## src/rtl/ps2_pkg.sv

```systemverilog
// Shared PS/2 definitions: state encodings, receive error codes and frame length.
// Used by both the PS/2 receiver and the host-to-device sender.
package ps2_pkg;

    typedef enum logic [2:0] {
        ST_IDLE      = 3'd0,
        ST_SHIFT     = 3'd1,
        ST_CHECK     = 3'd2,
        ST_WAIT_IDLE = 3'd3
    } ps2_state_e;

    localparam logic [1:0] ERR_START   = 2'd0;
    localparam logic [1:0] ERR_PARITY  = 2'd1;
    localparam logic [1:0] ERR_STOP    = 2'd2;
    localparam logic [1:0] ERR_TIMEOUT = 2'd3;

    localparam int PS2_FRAME_BITS = 11;

endpackage

```

## src/rtl/ps2_line_filter.sv

```systemverilog
// Two-flop synchronizer followed by a run-length glitch filter for one PS/2 line.
// The filtered level changes only after FILTER_LEN consecutive identical samples.
module ps2_line_filter #(
    parameter int FILTER_LEN = 8
) (
    input  logic qzt_clk,
    input  logic reset,
    input  logic line_in,
    output logic level
);

    localparam logic [7:0] FLEN = 8'(FILTER_LEN);

    logic       sync1_q, sync2_q;
    logic       level_q, level_d;
    logic [7:0] run_q, run_d;

    // Idle PS/2 lines float high, so every stage resets to 1.
    always_ff @(posedge qzt_clk or posedge reset) begin
        if (reset) begin
            sync1_q <= 1'b1;
            sync2_q <= 1'b1;
            level_q <= 1'b1;
            run_q   <= '0;
        end else begin
            sync1_q <= line_in;
            sync2_q <= sync1_q;
            level_q <= level_d;
            run_q   <= run_d;
        end
    end

    always_comb begin
        level_d = level_q;
        run_d   = '0;
        if (sync2_q != level_q) begin
            if (run_q + 8'd1 == FLEN) begin
                level_d = sync2_q;
            end else begin
                run_d = run_q + 8'd1;
            end
        end
    end

    assign level = level_q;

endmodule

```

## src/rtl/ps2_receive.sv

```systemverilog
// PS/2 device-to-host frame receiver: filters PS2C/PS2D, shifts 11-bit frames and checks them.
// Define PS2_RX_TIMEOUT_EN to include the inter-edge timeout (error code 3).
module ps2_receive
    import ps2_pkg::*;
#(
    parameter int FILTER_LEN     = 8,
    parameter int TIMEOUT_CYCLES = 100000
) (
    input  logic       qzt_clk,
    input  logic       reset,
    input  logic       PS2C,
    input  logic       PS2D,
    input  logic       inhibit,
    output logic [7:0] data,
    output logic       valid,
    output logic       err,
    output logic [1:0] err_code,
    output logic       busy,
    output logic [2:0] status
);

    localparam logic [3:0] FRAME_BITS = 4'(PS2_FRAME_BITS);

    logic c_filt, d_filt, fall;

    ps2_line_filter #(.FILTER_LEN(FILTER_LEN)) u_clk_filter (
        .qzt_clk (qzt_clk),
        .reset   (reset),
        .line_in (PS2C),
        .level   (c_filt)
    );

    ps2_line_filter #(.FILTER_LEN(FILTER_LEN)) u_dat_filter (
        .qzt_clk (qzt_clk),
        .reset   (reset),
        .line_in (PS2D),
        .level   (d_filt)
    );

    ps2_state_e  state_q, state_d;
    logic [3:0]  nbits_q, nbits_d;
    logic [10:0] shreg_q, shreg_d;
    logic [7:0]  data_q, data_d;
    logic        valid_q, valid_d;
    logic        err_q, err_d;
    logic [1:0]  err_code_q, err_code_d;
    logic        c_prev_q;

`ifdef PS2_RX_TIMEOUT_EN
    localparam int TW = $clog2(TIMEOUT_CYCLES + 1);
    localparam logic [TW-1:0] TLAST = TW'(TIMEOUT_CYCLES - 1);
    logic [TW-1:0] tcnt_q, tcnt_d;

    always_ff @(posedge qzt_clk or posedge reset) begin
        if (reset) begin
            tcnt_q <= '0;
        end else begin
            tcnt_q <= tcnt_d;
        end
    end
`endif

    assign fall = c_prev_q & ~c_filt;

    always_ff @(posedge qzt_clk or posedge reset) begin
        if (reset) begin
            state_q    <= ST_IDLE;
            nbits_q    <= '0;
            shreg_q    <= '0;
            data_q     <= '0;
            valid_q    <= 1'b0;
            err_q      <= 1'b0;
            err_code_q <= '0;
            c_prev_q   <= 1'b1;
        end else begin
            state_q    <= state_d;
            nbits_q    <= nbits_d;
            shreg_q    <= shreg_d;
            data_q     <= data_d;
            valid_q    <= valid_d;
            err_q      <= err_d;
            err_code_q <= err_code_d;
            c_prev_q   <= c_filt;
        end
    end

    // Bits arrive LSB first, so after 11 falls: [0]=start, [8:1]=data, [9]=parity, [10]=stop.
    always_comb begin
        state_d    = state_q;
        nbits_d    = nbits_q;
        shreg_d    = shreg_q;
        data_d     = data_q;
        valid_d    = 1'b0;
        err_d      = 1'b0;
        err_code_d = err_code_q;
`ifdef PS2_RX_TIMEOUT_EN
        tcnt_d     = '0;
`endif
        if (inhibit) begin
            state_d = ST_IDLE;
            nbits_d = '0;
        end else begin
            case (state_q)
                ST_IDLE: begin
                    if (fall) begin
                        shreg_d = {d_filt, shreg_q[10:1]};
                        nbits_d = 4'd1;
                        state_d = ST_SHIFT;
                    end
                end
                ST_SHIFT: begin
                    if (fall) begin
                        shreg_d = {d_filt, shreg_q[10:1]};
                        nbits_d = nbits_q + 4'd1;
                        if (nbits_q + 4'd1 == FRAME_BITS) begin
                            state_d = ST_CHECK;
                        end
`ifdef PS2_RX_TIMEOUT_EN
                    end else if (tcnt_q == TLAST) begin
                        err_d      = 1'b1;
                        err_code_d = ERR_TIMEOUT;
                        nbits_d    = '0;
                        state_d    = ST_IDLE;
                    end else begin
                        tcnt_d = tcnt_q + 1'b1;
`endif
                    end
                end
                ST_CHECK: begin
                    err_d = 1'b1;
                    if (shreg_q[0] != 1'b0) begin
                        err_code_d = ERR_START;
                    end else if (^shreg_q[9:1] != 1'b1) begin
                        err_code_d = ERR_PARITY;
                    end else if (shreg_q[10] != 1'b1) begin
                        err_code_d = ERR_STOP;
                    end else begin
                        err_d   = 1'b0;
                        valid_d = 1'b1;
                        data_d  = shreg_q[8:1];
                    end
                    nbits_d = '0;
                    state_d = ST_WAIT_IDLE;
                end
                ST_WAIT_IDLE: begin
                    if (c_filt) begin
                        state_d = ST_IDLE;
                    end
                end
                default: begin
                    state_d = ST_IDLE;
                    nbits_d = '0;
                end
            endcase
        end
    end

    assign data     = data_q;
    assign valid    = valid_q;
    assign err      = err_q;
    assign err_code = err_code_q;
    assign busy     = (state_q != ST_IDLE);
    assign status   = state_q;

endmodule

```

## config.mk

```make
export PLATFORM = sky130hd
export DESIGN_NAME = ps2_receive
export DESIGN_NICKNAME = d
export VERILOG_FILES = /design/src/rtl/ps2_pkg.sv /design/src/rtl/ps2_line_filter.sv /design/src/rtl/ps2_receive.sv
export SDC_FILE = /design/constraint.sdc
export NUM_CORES = 1
export LEC_CHECK = 0
export BUFFER_PORTS_ARGS = -buffer_cell sky130_fd_sc_hd__buf_2
export CELL_PAD_IN_SITES_DETAIL_PLACEMENT = 1
export CELL_PAD_IN_SITES_GLOBAL_PLACEMENT = 1
export CORE_MARGIN = 2
export CORE_UTILIZATION = 47
export CTS_BUF_LIST = sky130_fd_sc_hd__clkbuf_8
export CTS_CLUSTER_DIAMETER = 40
export DETAILED_ROUTE_END_ITERATION = 6
export PLACE_DENSITY = 0.85
export SYNTH_ARGS = -nofsm -noshare
export SYNTH_HDL_FRONTEND = slang
export SYNTH_SLANG_ARGS = --single-unit
```

## constraint.sdc

```tcl
create_clock -name qzt_clk -period 2.4 [get_ports qzt_clk]
set_clock_uncertainty 0.1 [all_clocks]
set_input_delay 0.24 -clock qzt_clk [delete_from_list [all_inputs] [get_ports qzt_clk]]
set_output_delay 0.24 -clock qzt_clk [all_outputs]
set_load 0.01 [all_outputs]
```

==> results summary <==
Leaving out fill and tap cells, the most frequent cell in the layout is sky130_fd_sc_hd__dfrtp_1. The endpoint identified for the worst register-to-register timing path is data[4]. In the global route stage, overall resource usage came out at 17.5%. For this design the ratio of total power to cell area is 650 nW/um2. The share of flip-flops with an asynchronous set or reset is 100%. The hold violation total from the final report came out at 0. The startpoint identified for the worst hold timing path is inhibit.

The global placer's final weighted congestion is 0.804. The number of antenna repair diodes is 0. The maximum vdd drop came out at 0.456 mV. The die footprint came out at slightly below 6000 um2. Setup repair after global routing left no endpoint under its margin.

The number of warnings issued by yosys is 0. For this run, the detailed router's first-pass iteration total came to 4. The area overhead of the layout relative to synthesis is 14.5%. The critical path is of the register to register type. The data arrival time of the critical path is 2.28 ns. The die span in y came out at 76.7 um.

The vias after detailed routing is 1674. The post-synthesis sequential element count came out at 52. The number of fill cells in the layout came out at 565. The routed via count divided by cell count is around 5.2. The worst register-to-register path has a setup slack of 0.22 ns. In this run the worst hold path is classified as input pin to register. Along the worst hold path, the cell count comes to 2. The library cells used most frequently in the layout, excluding fill and tap cells, are 45 x sky130_fd_sc_hd__dfrtp_1, 24 x sky130_fd_sc_hd__nor2_1, 19 x sky130_fd_sc_hd__mux2_2, 19 x sky130_fd_sc_hd__buf_2. The max-cap violation count came out at 0. The count of flip-flops with a built-in enable after synthesis is 0. The clock transition at the registers of the reported paths came out at 0.10 ns. The most used flip-flop cell after synthesis is sky130_fd_sc_hd__dfrtp_1.

The number of cell rows came out at 26. The number of buffers on the longest clock path is 2. The maximum number of pins on one net before global-route repair is 28. The path with the worst hold slack has its endpoint at status[1]. The average cell area after synthesis is 11.2 um2. CTS saw 52 sinks. For the final routed database, the setup TNS stands at 0 ns. The number of global-route vias before repair is roughly 1700. The horizontal die dimension came out at 76.7 um. The initial standard-cell utilization of the core is about half. Synthesis produced a netlist whose cell count is about 220. The biggest fanout along the worst timing path came out at 9.

The proportion of layout cells with a drive suffix above 1 came out at 25.5%. The buffer type at the clock tree root is sky130_fd_sc_hd__clkbuf_8. The number of buffer cells added on primary ports came out at 19. The placeable core region came out at 5110 um2. The synthesized netlist occupies a cell area of 2480 um2. The final net count is 264. The CTS tree is done. The total wirelength of the detailed-routed design is around 4.7 mm. The insertion delay of the later-clocked pin in the worst-skew pair is 0.31 ns. Yosys attributes the largest share of cell area to sky130_fd_sc_hd__dfrtp_1 45%, sky130_fd_sc_hd__mux2_2 8.6%, sky130_fd_sc_hd__dfstp_2 7.4%. After detailed routing, the number of remaining DRC violations is 0. The number of top-level pins came out at 21. The worst setup path is captured at a register. The time the final worst path needs with I/O delays and setup came out at 2.18 ns. The number of antenna violations at the first check in global routing came out at 0.

The max-slew violation count came out at 0. The number of endpoints failing setup at the final stage came out at 0. The standby leakage power is 1.39 nW.

The average wire per standard cell came out at 14.6 um. The synthesized netlist contains between 40 and 50 unique library cells. The actual slew at the worst max-slew pin is 0.574 ns.

Of all cell types, the one taking the most synthesized area is sky130_fd_sc_hd__dfrtp_1. The global-route wire length before repair is 8.26 mm. The maximum operating frequency came out at roughly 460 MHz. After legalization and detailed placement, the total HPWL measured 3.37 mm. The remaining global-route overflow is 0.

The area fraction of the dominant cell type after synthesis is 45.4%. The worst pin sits at a relative slew slack of 61.4%. The sequential area share after synthesis is between 50 and 60%. Counting every net in the synthesized netlist gives around 240. The required arrival time at the worst endpoint came out at 2.50 ns. The kind of start point of the critical path is a register. The reg-to-reg startpoint is shreg_q[6]. The run finished with clean final reports.

The core occupancy in the finished layout is 55.6%. The number of violations reported at the end of detailed-routing iteration 0 is 52. The number of buffers created by CTS came out at 5.

The ratio of final minimum period to clock period is 91.0%. The H-tree generated during clock tree synthesis spans 2 levels. The number of cell instances on the worst register-to-register path is 6. The count of nets left with antenna violations after detail routing is 0.
metal layers:
layer / global-route usage [%] / vias up / routed length, um
met2: 29.7 / 22 / 2320
li1: - / 817 / -
met3: 3.65 / 6 / 109
met1: 23.0 / 829 / 2190
met5: 0 / - / 0
met4: 4.91 / 0 / 59
repair_timing:
action,CTS,global route
gates resized for setup,0,0
buffers inserted,0,0
hold buffers,3,0
setup endpoints to repair,0,0
endpoints found under the hold margin,22,0
registers in the layout, indices dropped and copies added, names as in the netlist, 2 cells and up:
name,count
data,8
err_code,2
nbits_q,4
shreg_q,11
status,2
u_clk_filter.run_q,8
u_dat_filter.run_q,8
area by class of cell:
type | instances | area (um2) | area share (%)
Clock inverter | 3 | 63.8 | 2.25
Inverter | 11 | 41.3 | 1.45
Tap cell | 70 | 87.6 | 3.08
Clock buffer | 5 | 68.8 | 2.42
Sequential cell | 52 | 1310 | 46.1
Timing Repair Buffer | 27 | 163 | 5.72
Multi-Input combinational cell | 153 | 1110 | 39.0
worst max-delay path, cell delays in order, from the launching register on:
cell	delay (ns)
sky130_fd_sc_hd__dfrtp_1	0.43
sky130_fd_sc_hd__xnor2_1	0.22
sky130_fd_sc_hd__xnor3_2	0.39
sky130_fd_sc_hd__xnor2_2	0.20
sky130_fd_sc_hd__nor3_4	0.19
sky130_fd_sc_hd__buf_4	0.20
sky130_fd_sc_hd__mux2_2	0.35
power by group:
part | internal [mW] | leakage [nW] | switching, mW
Combinational | 0.0866 | 0.622 | 0.120
Sequential | 0.912 | 0.694 | 0.0299
Clock | 0.413 | 0.0695 | 0.285
worst max path at each step:
stage | start | endpoint | cells past startpoint
finish | shreg_q[6] | data[4] | 6
global route | shreg_q[6] | data[4] | 6
CTS | shreg_q[6] | data[4] | 6
detailed placement | shreg_q[6] | data[4] | 6
global placement | shreg_q[2] | data[1] | 6
floorplan | shreg_q[2] | data[0] | 5
cells in the mapped netlist, types with 2 or more instances:
| library cell | n |
|---|---|
| sky130_fd_sc_hd__a21oi_1 | 6 |
| sky130_fd_sc_hd__and2_1 | 2 |
| sky130_fd_sc_hd__and3_1 | 4 |
| sky130_fd_sc_hd__clkbuf_1 | 4 |
| sky130_fd_sc_hd__dfrtp_1 | 45 |
| sky130_fd_sc_hd__dfstp_2 | 7 |
| sky130_fd_sc_hd__ha_1 | 9 |
| sky130_fd_sc_hd__inv_1 | 11 |
| sky130_fd_sc_hd__mux2_2 | 19 |
| sky130_fd_sc_hd__nand2_1 | 11 |
| sky130_fd_sc_hd__nand2b_1 | 3 |
| sky130_fd_sc_hd__nand3_1 | 12 |
| sky130_fd_sc_hd__nor2_1 | 24 |
| sky130_fd_sc_hd__nor2b_1 | 3 |
| sky130_fd_sc_hd__nor3_1 | 4 |
| sky130_fd_sc_hd__nor4_1 | 2 |
| sky130_fd_sc_hd__o21ai_0 | 10 |
| sky130_fd_sc_hd__o31ai_1 | 2 |
| sky130_fd_sc_hd__xnor2_1 | 12 |
| sky130_fd_sc_hd__xor2_1 | 8 |
cell families after synthesis:
logic type                 share of synthesized area [%]
and+or+nand+nor                                     14.2
DFF                                                 52.8
AOI/OAI and AO/OA                                   7.97
xor gates and xnor gates                            8.67
muxes                                               9.08
buffers and inverters                               2.57
adders and majority gates                           4.54
other                                              0.151
stage by stage:
stage / std cells / power [mW] / area (um2) / hold WS [ns] / setup WS (ns)
detailed placement: 310 / 1.17 / 2680 / 0.218 / 0.210
finish: 321 / 1.85 / 2840 / 0.0518 / 0.216
global route: 321 / 1.93 / 2840 / 0.0630 / 0.0823
floorplan: 221 / 1.09 / 2480 / 0.144 / 0.300
CTS: 321 / 1.87 / 2840 / 0.0433 / 0.187
global placement: 310 / 1.16 / 2680 / 0.220 / 0.264
(Power assumes the default switching activity.)
